**src/rtl/wb_regbank_ext_if.sv**
```systemverilog
// rtl/wb_regbank_ext_if.sv - Wishbone pipelined bus bundle for the external-capable register bank
interface wb_regbank_ext_if #(
  parameter int ADR_W  = 2,
  parameter int DATA_W = 32
);
  logic                  wb_cyc_i;
  logic                  wb_stb_i;
  logic                  wb_we_i;
  logic [ADR_W+1:2]      wb_adr_i;
  logic [DATA_W/8-1:0]   wb_sel_i;
  logic [DATA_W-1:0]     wb_dat_i;
  logic                  wb_ack_o;
  logic                  wb_err_o;
  logic                  wb_stall_o;
  logic                  wb_rty_o;
  logic [DATA_W-1:0]     wb_dat_o;

  modport master (
    output wb_cyc_i, wb_stb_i, wb_we_i, wb_adr_i, wb_sel_i, wb_dat_i,
    input  wb_ack_o, wb_err_o, wb_stall_o, wb_rty_o, wb_dat_o
  );

  modport slave (
    input  wb_cyc_i, wb_stb_i, wb_we_i, wb_adr_i, wb_sel_i, wb_dat_i,
    output wb_ack_o, wb_err_o, wb_stall_o, wb_rty_o, wb_dat_o
  );
endinterface

```
**src/rtl/wb_regbank_ext.sv**
```systemverilog
// rtl/wb_regbank_ext.sv - Wishbone register bank with internal, read-only, strobed and external-handshake registers
module wb_regbank_ext #(
  parameter int                   G_NREGS   = 4,
  parameter int                   G_DATA_W  = 32,
  parameter logic [2*G_NREGS-1:0] G_MODES   = 8'b11_10_01_00,
  parameter int                   G_TIMEOUT = 8,
  localparam int                  ADR_W     = (G_NREGS > 1) ? $clog2(G_NREGS) : 1,
  localparam int                  SEL_W     = G_DATA_W / 8
) (
  input  logic                          clk_i,
  input  logic                          rst_i,
  wb_regbank_ext_if.slave               wb,
  output logic [G_NREGS*G_DATA_W-1:0]   reg_o,
  input  logic [G_NREGS*G_DATA_W-1:0]   reg_i,
  output logic [G_NREGS-1:0]            wr_o,
  output logic [G_NREGS-1:0]            rd_o,
  input  logic [G_NREGS-1:0]            ack_i
);

  typedef enum logic [1:0] {S_IDLE, S_INT, S_EXT, S_DONE} state_t;

  state_t                state;
  state_t                state_nx;
  logic [G_DATA_W-1:0]   regs [G_NREGS];
  logic [ADR_W-1:0]      adr_in;
  logic [ADR_W-1:0]      adr_q;
  logic                  we_q;
  logic [1:0]            mode_q;
  logic [1:0]            mode_in;
  logic [7:0]            cnt;
  logic [G_DATA_W-1:0]   rdata_q;
  logic                  ok_q;
  logic [G_NREGS-1:0]    wr_q;
  logic [G_NREGS-1:0]    rd_q;
  logic                  req;
  logic                  ack_sel;
  logic [G_DATA_W-1:0]   rin_sel;
  logic                  ack;
  logic                  err;

  assign req    = wb.wb_cyc_i & wb.wb_stb_i;
  assign adr_in = wb.wb_adr_i;

  // Unmapped addresses decode as mode 0 but match no register, so they read 0 and drop writes.
  always_comb begin
    mode_in = 2'd0;
    ack_sel = 1'b0;
    rin_sel = '0;
    for (int k = 0; k < G_NREGS; k++) begin
      if (32'(adr_in) == k) mode_in = G_MODES[2*k +: 2];
      if (32'(adr_q) == k) begin
        ack_sel = ack_i[k];
        rin_sel = reg_i[k*G_DATA_W +: G_DATA_W];
      end
    end
  end

  always_ff @(posedge clk_i) begin
    if (rst_i) state <= S_IDLE;
    else       state <= state_nx;
  end

  always_comb begin
    state_nx = state;
    ack      = 1'b0;
    err      = 1'b0;
    case (state)
      S_IDLE: if (req) state_nx = (mode_in == 2'd3) ? S_EXT : S_INT;
      S_INT: begin
        ack      = 1'b1;
        state_nx = S_IDLE;
      end
      S_EXT: if (ack_sel || cnt == 8'(G_TIMEOUT - 1)) state_nx = S_DONE;
      default: begin
        ack      = ok_q;
        err      = ~ok_q;
        state_nx = S_IDLE;
      end
    endcase
  end

  always_ff @(posedge clk_i) begin
    if (rst_i) begin
      for (int k = 0; k < G_NREGS; k++) regs[k] <= '0;
      adr_q   <= '0;
      we_q    <= 1'b0;
      mode_q  <= 2'd0;
      cnt     <= '0;
      rdata_q <= '0;
      ok_q    <= 1'b0;
      wr_q    <= '0;
      rd_q    <= '0;
    end else begin
      wr_q <= '0;
      rd_q <= '0;
      case (state)
        S_IDLE: if (req) begin
          adr_q   <= adr_in;
          we_q    <= wb.wb_we_i;
          mode_q  <= mode_in;
          cnt     <= '0;
          rdata_q <= '0;
          for (int k = 0; k < G_NREGS; k++) begin
            if (32'(adr_in) == k) begin
              case (G_MODES[2*k +: 2])
                2'd0, 2'd2: begin
                  if (wb.wb_we_i) begin
                    for (int b = 0; b < SEL_W; b++)
                      if (wb.wb_sel_i[b]) regs[k][8*b +: 8] <= wb.wb_dat_i[8*b +: 8];
                  end else begin
                    rdata_q <= regs[k];
                  end
                end
                2'd1: if (!wb.wb_we_i) rdata_q <= reg_i[k*G_DATA_W +: G_DATA_W];
                default: begin
                  // External writes carry the full word regardless of byte lanes.
                  if (wb.wb_we_i) begin
                    regs[k] <= wb.wb_dat_i;
                    wr_q[k] <= 1'b1;
                  end else begin
                    rd_q[k] <= 1'b1;
                  end
                end
              endcase
            end
          end
        end
        S_INT: begin
          if (we_q && mode_q == 2'd2)
            for (int k = 0; k < G_NREGS; k++)
              if (32'(adr_q) == k) wr_q[k] <= 1'b1;
        end
        S_EXT: begin
          cnt  <= cnt + 8'd1;
          ok_q <= ack_sel;
          if (ack_sel && !we_q) rdata_q <= rin_sel;
        end
        default: ;
      endcase
    end
  end

  for (genvar k = 0; k < G_NREGS; k++) begin : g_reg_o
    assign reg_o[k*G_DATA_W +: G_DATA_W] = regs[k];
  end

  assign wr_o          = wr_q;
  assign rd_o          = rd_q;
  assign wb.wb_ack_o   = ack;
  assign wb.wb_err_o   = err;
  assign wb.wb_rty_o   = 1'b0;
  assign wb.wb_stall_o = req & (state != S_IDLE);
  assign wb.wb_dat_o   = ack ? rdata_q : '0;

endmodule
```
**src/flat_wrapper.sv**
```systemverilog
// flat-port wrapper written by rule: the top's interface ports become plain ports
module wb_regbank_ext_flat 
#(
  parameter int                   G_NREGS   = 4,
  parameter int                   G_DATA_W  = 32,
  parameter logic [2*G_NREGS-1:0] G_MODES   = 8'b11_10_01_00,
  parameter int                   G_TIMEOUT = 8,
  localparam int                  ADR_W     = (G_NREGS > 1) ? $clog2(G_NREGS) : 1,
  localparam int                  SEL_W     = G_DATA_W / 8
)
  (clk_i, rst_i, reg_o, reg_i, wr_o, rd_o, ack_i, wb_wb_cyc_i, wb_wb_stb_i, wb_wb_we_i, wb_wb_adr_i, wb_wb_sel_i, wb_wb_dat_i, wb_wb_ack_o, wb_wb_err_o, wb_wb_stall_o, wb_wb_rty_o, wb_wb_dat_o);
  wb_regbank_ext_if wb_i ();
  input  logic clk_i;
  input  logic rst_i;
  output logic [G_NREGS*G_DATA_W-1:0] reg_o;
  input  logic [G_NREGS*G_DATA_W-1:0] reg_i;
  output logic [G_NREGS-1:0] wr_o;
  output logic [G_NREGS-1:0] rd_o;
  input  logic [G_NREGS-1:0] ack_i;
  input wire logic [$bits(wb_i.wb_cyc_i)-1:0] wb_wb_cyc_i;
  input wire logic [$bits(wb_i.wb_stb_i)-1:0] wb_wb_stb_i;
  input wire logic [$bits(wb_i.wb_we_i)-1:0] wb_wb_we_i;
  input wire logic [$bits(wb_i.wb_adr_i)-1:0] wb_wb_adr_i;
  input wire logic [$bits(wb_i.wb_sel_i)-1:0] wb_wb_sel_i;
  input wire logic [$bits(wb_i.wb_dat_i)-1:0] wb_wb_dat_i;
  output wire logic [$bits(wb_i.wb_ack_o)-1:0] wb_wb_ack_o;
  output wire logic [$bits(wb_i.wb_err_o)-1:0] wb_wb_err_o;
  output wire logic [$bits(wb_i.wb_stall_o)-1:0] wb_wb_stall_o;
  output wire logic [$bits(wb_i.wb_rty_o)-1:0] wb_wb_rty_o;
  output wire logic [$bits(wb_i.wb_dat_o)-1:0] wb_wb_dat_o;
  assign wb_i.wb_cyc_i = wb_wb_cyc_i;
  assign wb_i.wb_stb_i = wb_wb_stb_i;
  assign wb_i.wb_we_i = wb_wb_we_i;
  assign wb_i.wb_adr_i = wb_wb_adr_i;
  assign wb_i.wb_sel_i = wb_wb_sel_i;
  assign wb_i.wb_dat_i = wb_wb_dat_i;
  assign wb_wb_ack_o = wb_i.wb_ack_o;
  assign wb_wb_err_o = wb_i.wb_err_o;
  assign wb_wb_stall_o = wb_i.wb_stall_o;
  assign wb_wb_rty_o = wb_i.wb_rty_o;
  assign wb_wb_dat_o = wb_i.wb_dat_o;
  wb_regbank_ext #(.G_NREGS(G_NREGS), .G_DATA_W(G_DATA_W), .G_MODES(G_MODES), .G_TIMEOUT(G_TIMEOUT)) u_core (.clk_i(clk_i), .rst_i(rst_i), .wb(wb_i), .reg_o(reg_o), .reg_i(reg_i), .wr_o(wr_o), .rd_o(rd_o), .ack_i(ack_i));
endmodule
```
**config.mk**
```make
export PLATFORM = sky130hd
export DESIGN_NAME = wb_regbank_ext_flat
export DESIGN_NICKNAME = d
export VERILOG_FILES = /design/src/rtl/wb_regbank_ext_if.sv /design/src/rtl/wb_regbank_ext.sv /design/src/flat_wrapper.sv
export SDC_FILE = /design/constraint.sdc
export NUM_CORES = 1
export LEC_CHECK = 0
export BUFFER_PORTS_ARGS = -buffer_cell sky130_fd_sc_hd__buf_2
export CAP_MARGIN = 20
export CORE_MARGIN = 1
export CORE_UTILIZATION = 25
export DETAILED_ROUTE_END_ITERATION = 10
export GPL_ROUTABILITY_DRIVEN = 0
export GPL_TIMING_DRIVEN = 0
export PLACE_DENSITY = 0.46
export SLEW_MARGIN = 10
export SYNTH_ARGS = -nofsm -noshare
export SYNTH_HDL_FRONTEND = slang
export SYNTH_SLANG_ARGS = --single-unit
```
**constraint.sdc**
```tcl
create_clock -name clk_i -period 4.43 [get_ports clk_i]
set_input_delay 0.443 -clock clk_i [delete_from_list [all_inputs] [get_ports clk_i]]
set_output_delay 0.443 -clock clk_i [all_outputs]
set_load 0.05 [all_outputs]
```
==> metrics <==
status finished clean; slowest stage cell, crit path a21boi_1; Compound-Gate Fraction of Synth Area 0.195; clock latency on the worst-skew pair 450 ps; dpl cell area 10,600 sq um; WHS 288 ps; starting density of the core 0.255; reg-to-reg startpoint u_core.state[0]; vias per inst 4.71; CTS Sinks 149; # resized after CTS 0; maximum fanout along the worst path 10; drc violations 0; Max-Slew Margin vs Limit 0.301; clock-pin slew on the worst setup and hold paths 60 ps; Max VDD drop 0.000265 V; Ys Warns 0; # hold bufs at CTS 0; adder-cell share of the synthesized area 0.00150; Synth cell types 44; WP data arrival 2850 ps; die width 185 um; maximum capacitance violations 0; total CTS buffers 17; fraction of registers with async set/reset 0; post-DP HPWL 27.3 mm; area grow syn2layout 35.1%; top cell type's share of synthesized area 0.346; Setup TNS 0 ps; largest family of logic cells by synthesized area compound AO/OA/AOI/OAI gates; CTS max path bufs 2; H-tree depth 4; register area share after synthesis 0.474; grt ovf 0; # IOs 347; crit path time final 3290 ps; Synth Area in XOR/XNOR 0; layout cells sized above 1 0.350; GR Util All Layers 0.211; Fmax achieved 304 MHz; Port Buffers 308; internal reg-to-reg setup slack 1830 ps; largest net degree at the start of global routing 18; Data required, critical path 3990 ps; Worst Max-Slew Pin Slew 1050 ps; Setup Fix Bufs, Post-CTS 0; Fin. Hold Viols 0; first-pass GRT wire length 50.8 mm; Die H 185 um; EDFF count, synth 96; Final nets 1,355; clk_skew 14.5 ps; Final Cell Area 11,300 sq um; vias in the first global route 7,689; crit path kind register to primary output; Final Setup Violations 0; startpoint types register; Power Dens Cells 351 nW/um^2; Root Buffer clkbuf_16; mux share of post-synthesis cell area 0.0796; Yosys reg bits 149; cell count after synthesis 815; die area 34,000 sq um; max incr delay on CP 780 ps; Critical Path Most Common Cell clkbuf_1; Leak 5.02 nW; critical-path cell list clkbuf_1 > a21boi_1 > clkbuf_1 > and2_1 > buf_2; Routed Wire Length 35.4 mm; Avg Cell Area, Syn 10.2 sq um; area of the core 32,600 sq um; Syn Std Cell Area 8330 sq um; initial drt markers 405; reg-to-reg endpoint u_core.regs[2][7]; hold crit path type primary input to register; leading area contributor after synthesis edfxtp_1; initial antenna violation count 6; CP Capture Point wb_wb_dat_o[19]; DR WL/cell 21.6 um; period utilization 0.743; Final Max Tran Viols 0; via count 7,693; capturing element type of the critical path primary output; reg2reg path depth 5; FP Rows 66; unrepaired setup endpoints after global routing no; Post-Synth Simple-Gate Area 0.166; DRT Pass-1 Iters 5; Antenna Nets Post-Route 0; Synth area leaders edfxtp_1, dfxtp_1, mux2i_1, and2_1, a211oi_2; CTS tree built; Main synth FF type edfxtp_1; Crit. Startpoint u_core.state[0]
[flip-flops by register name (all words and copies together), names as in the netlist]
signal / cells
u_core.wr_o: 4
u_core.rdata_q: 32
u_core.adr_q: 2
u_core.mode_q: 2
u_core.regs: 96
u_core.ok_q: 1
u_core.state: 2
u_core.we_q: 1
u_core.rd_o: 1
u_core.cnt: 8
[synth_stat cells, types with 2 or more instances]
cell       n
edfxtp_1  96
and2_1    81
clkbuf_1  64
mux2i_1   64
dfxtp_1   53
and3_1    51
a21oi_1   44
o21ai_0   37
buf_4     36
inv_1     35
a31oi_1   33
nor2b_1   33
a211o_1   32
o22ai_1   32
a211oi_2  30
nand2_1   17
nor2_1    12
a21o_1     9
nor3_1     6
buf_2      5
nand2b_1   5
and3b_1    4
nand3_1    4
a211oi_1   3
buf_6      3
nand3b_1   3
nor4_1     3
a21boi_0   2
a311oi_1   2
nor3b_1    2
[stage by stage]
stage,utilization,std cells,power (mW),setup slack [ps]
after floorplan,-,850,2.07,1930
after global placement,0.324,1600,2.32,551
after detailed placement,0.325,1602,2.33,1370
after CTS,0.345,1634,3.99,1070
after global routing,0.345,1635,4.09,912
final,0.345,1635,3.95,1140
[logic make-up after synthesis]
group / after synthesis
muxes: 65
adders and majority gates: 1
other: 1
DFF: 149
AOI/OAI and AO/OA: 228
and+or+nand+nor: 228
buffers and inverters: 143
[layout by cell type, fill, tap and decap left out, types with 36 or more instances in the layout]
master / n
clkbuf_1: 67
buf_2: 313
and2_1: 81
mux2i_1: 64
and3_1: 51
o21ai_0: 37
a21oi_1: 44
edfxtp_1: 96
buf_4: 37
conb_1: 36
dfxtp_1: 53
[area by class of cell]
cell class / instances / area (sq um)
sequential: 149 / 3940
clock inverter: 9 / 175
antenna: 1 / 2.50
buffer: 108 / 569
fill: 3455 / 21400
tap: 442 / 553
timing repair buffer: 310 / 1580
multi-input combinational: 558 / 3820
clock buffer: 23 / 478
inverter: 35 / 131
[power by group]
group	switching, mW	leakage [nW]	total [mW]	internal, mW
clock network	0.614	0.315	1.66	1.04
registers	0.0308	1.43	1.57	1.54
logic	0.505	3.28	0.728	0.223
total	1.15	5.02	3.95	2.80
[worst min path at each step]
stage	to	start	cells past startpoint	slack, ps
6_report	u_core.rd_o[3]	wb_wb_we_i	2	290
5_1_grt	u_core.regs[3][17]	wb_wb_dat_i[17]	2	290
4_1_cts	u_core.rd_o[3]	wb_wb_we_i	2	270
3_5_place_dp	u_core.mode_q[1]	u_core.mode_q[1]	2	450
3_3_place_gp	u_core.ok_q	u_core.ok_q	2	450
2_1_floorplan	u_core.mode_q[0]	u_core.mode_q[0]	2	430
[worst max-delay path: cells and delay by family, from the launching register on]
| family | cells | cell delay, ps |
|---|---|---|
| AO/OA/AOI/OAI | 1 | 780 |
| buffers and inverters | 3 | 1030 |
| flip-flops | 1 | 350 |
| AND/OR/NAND/NOR | 1 | 220 |
[routing by layer]
layer / wire length (um) / up-vias / track usage
met2: 17100 / 298 / 0.354
met5: 46 / - / 0
met1: 15300 / 3708 / 0.267
li1: - / 3643 / -
met3: 2500 / 36 / 0.0549
met4: 420 / 8 / 0.0513
(Power assumes the default switching activity.)
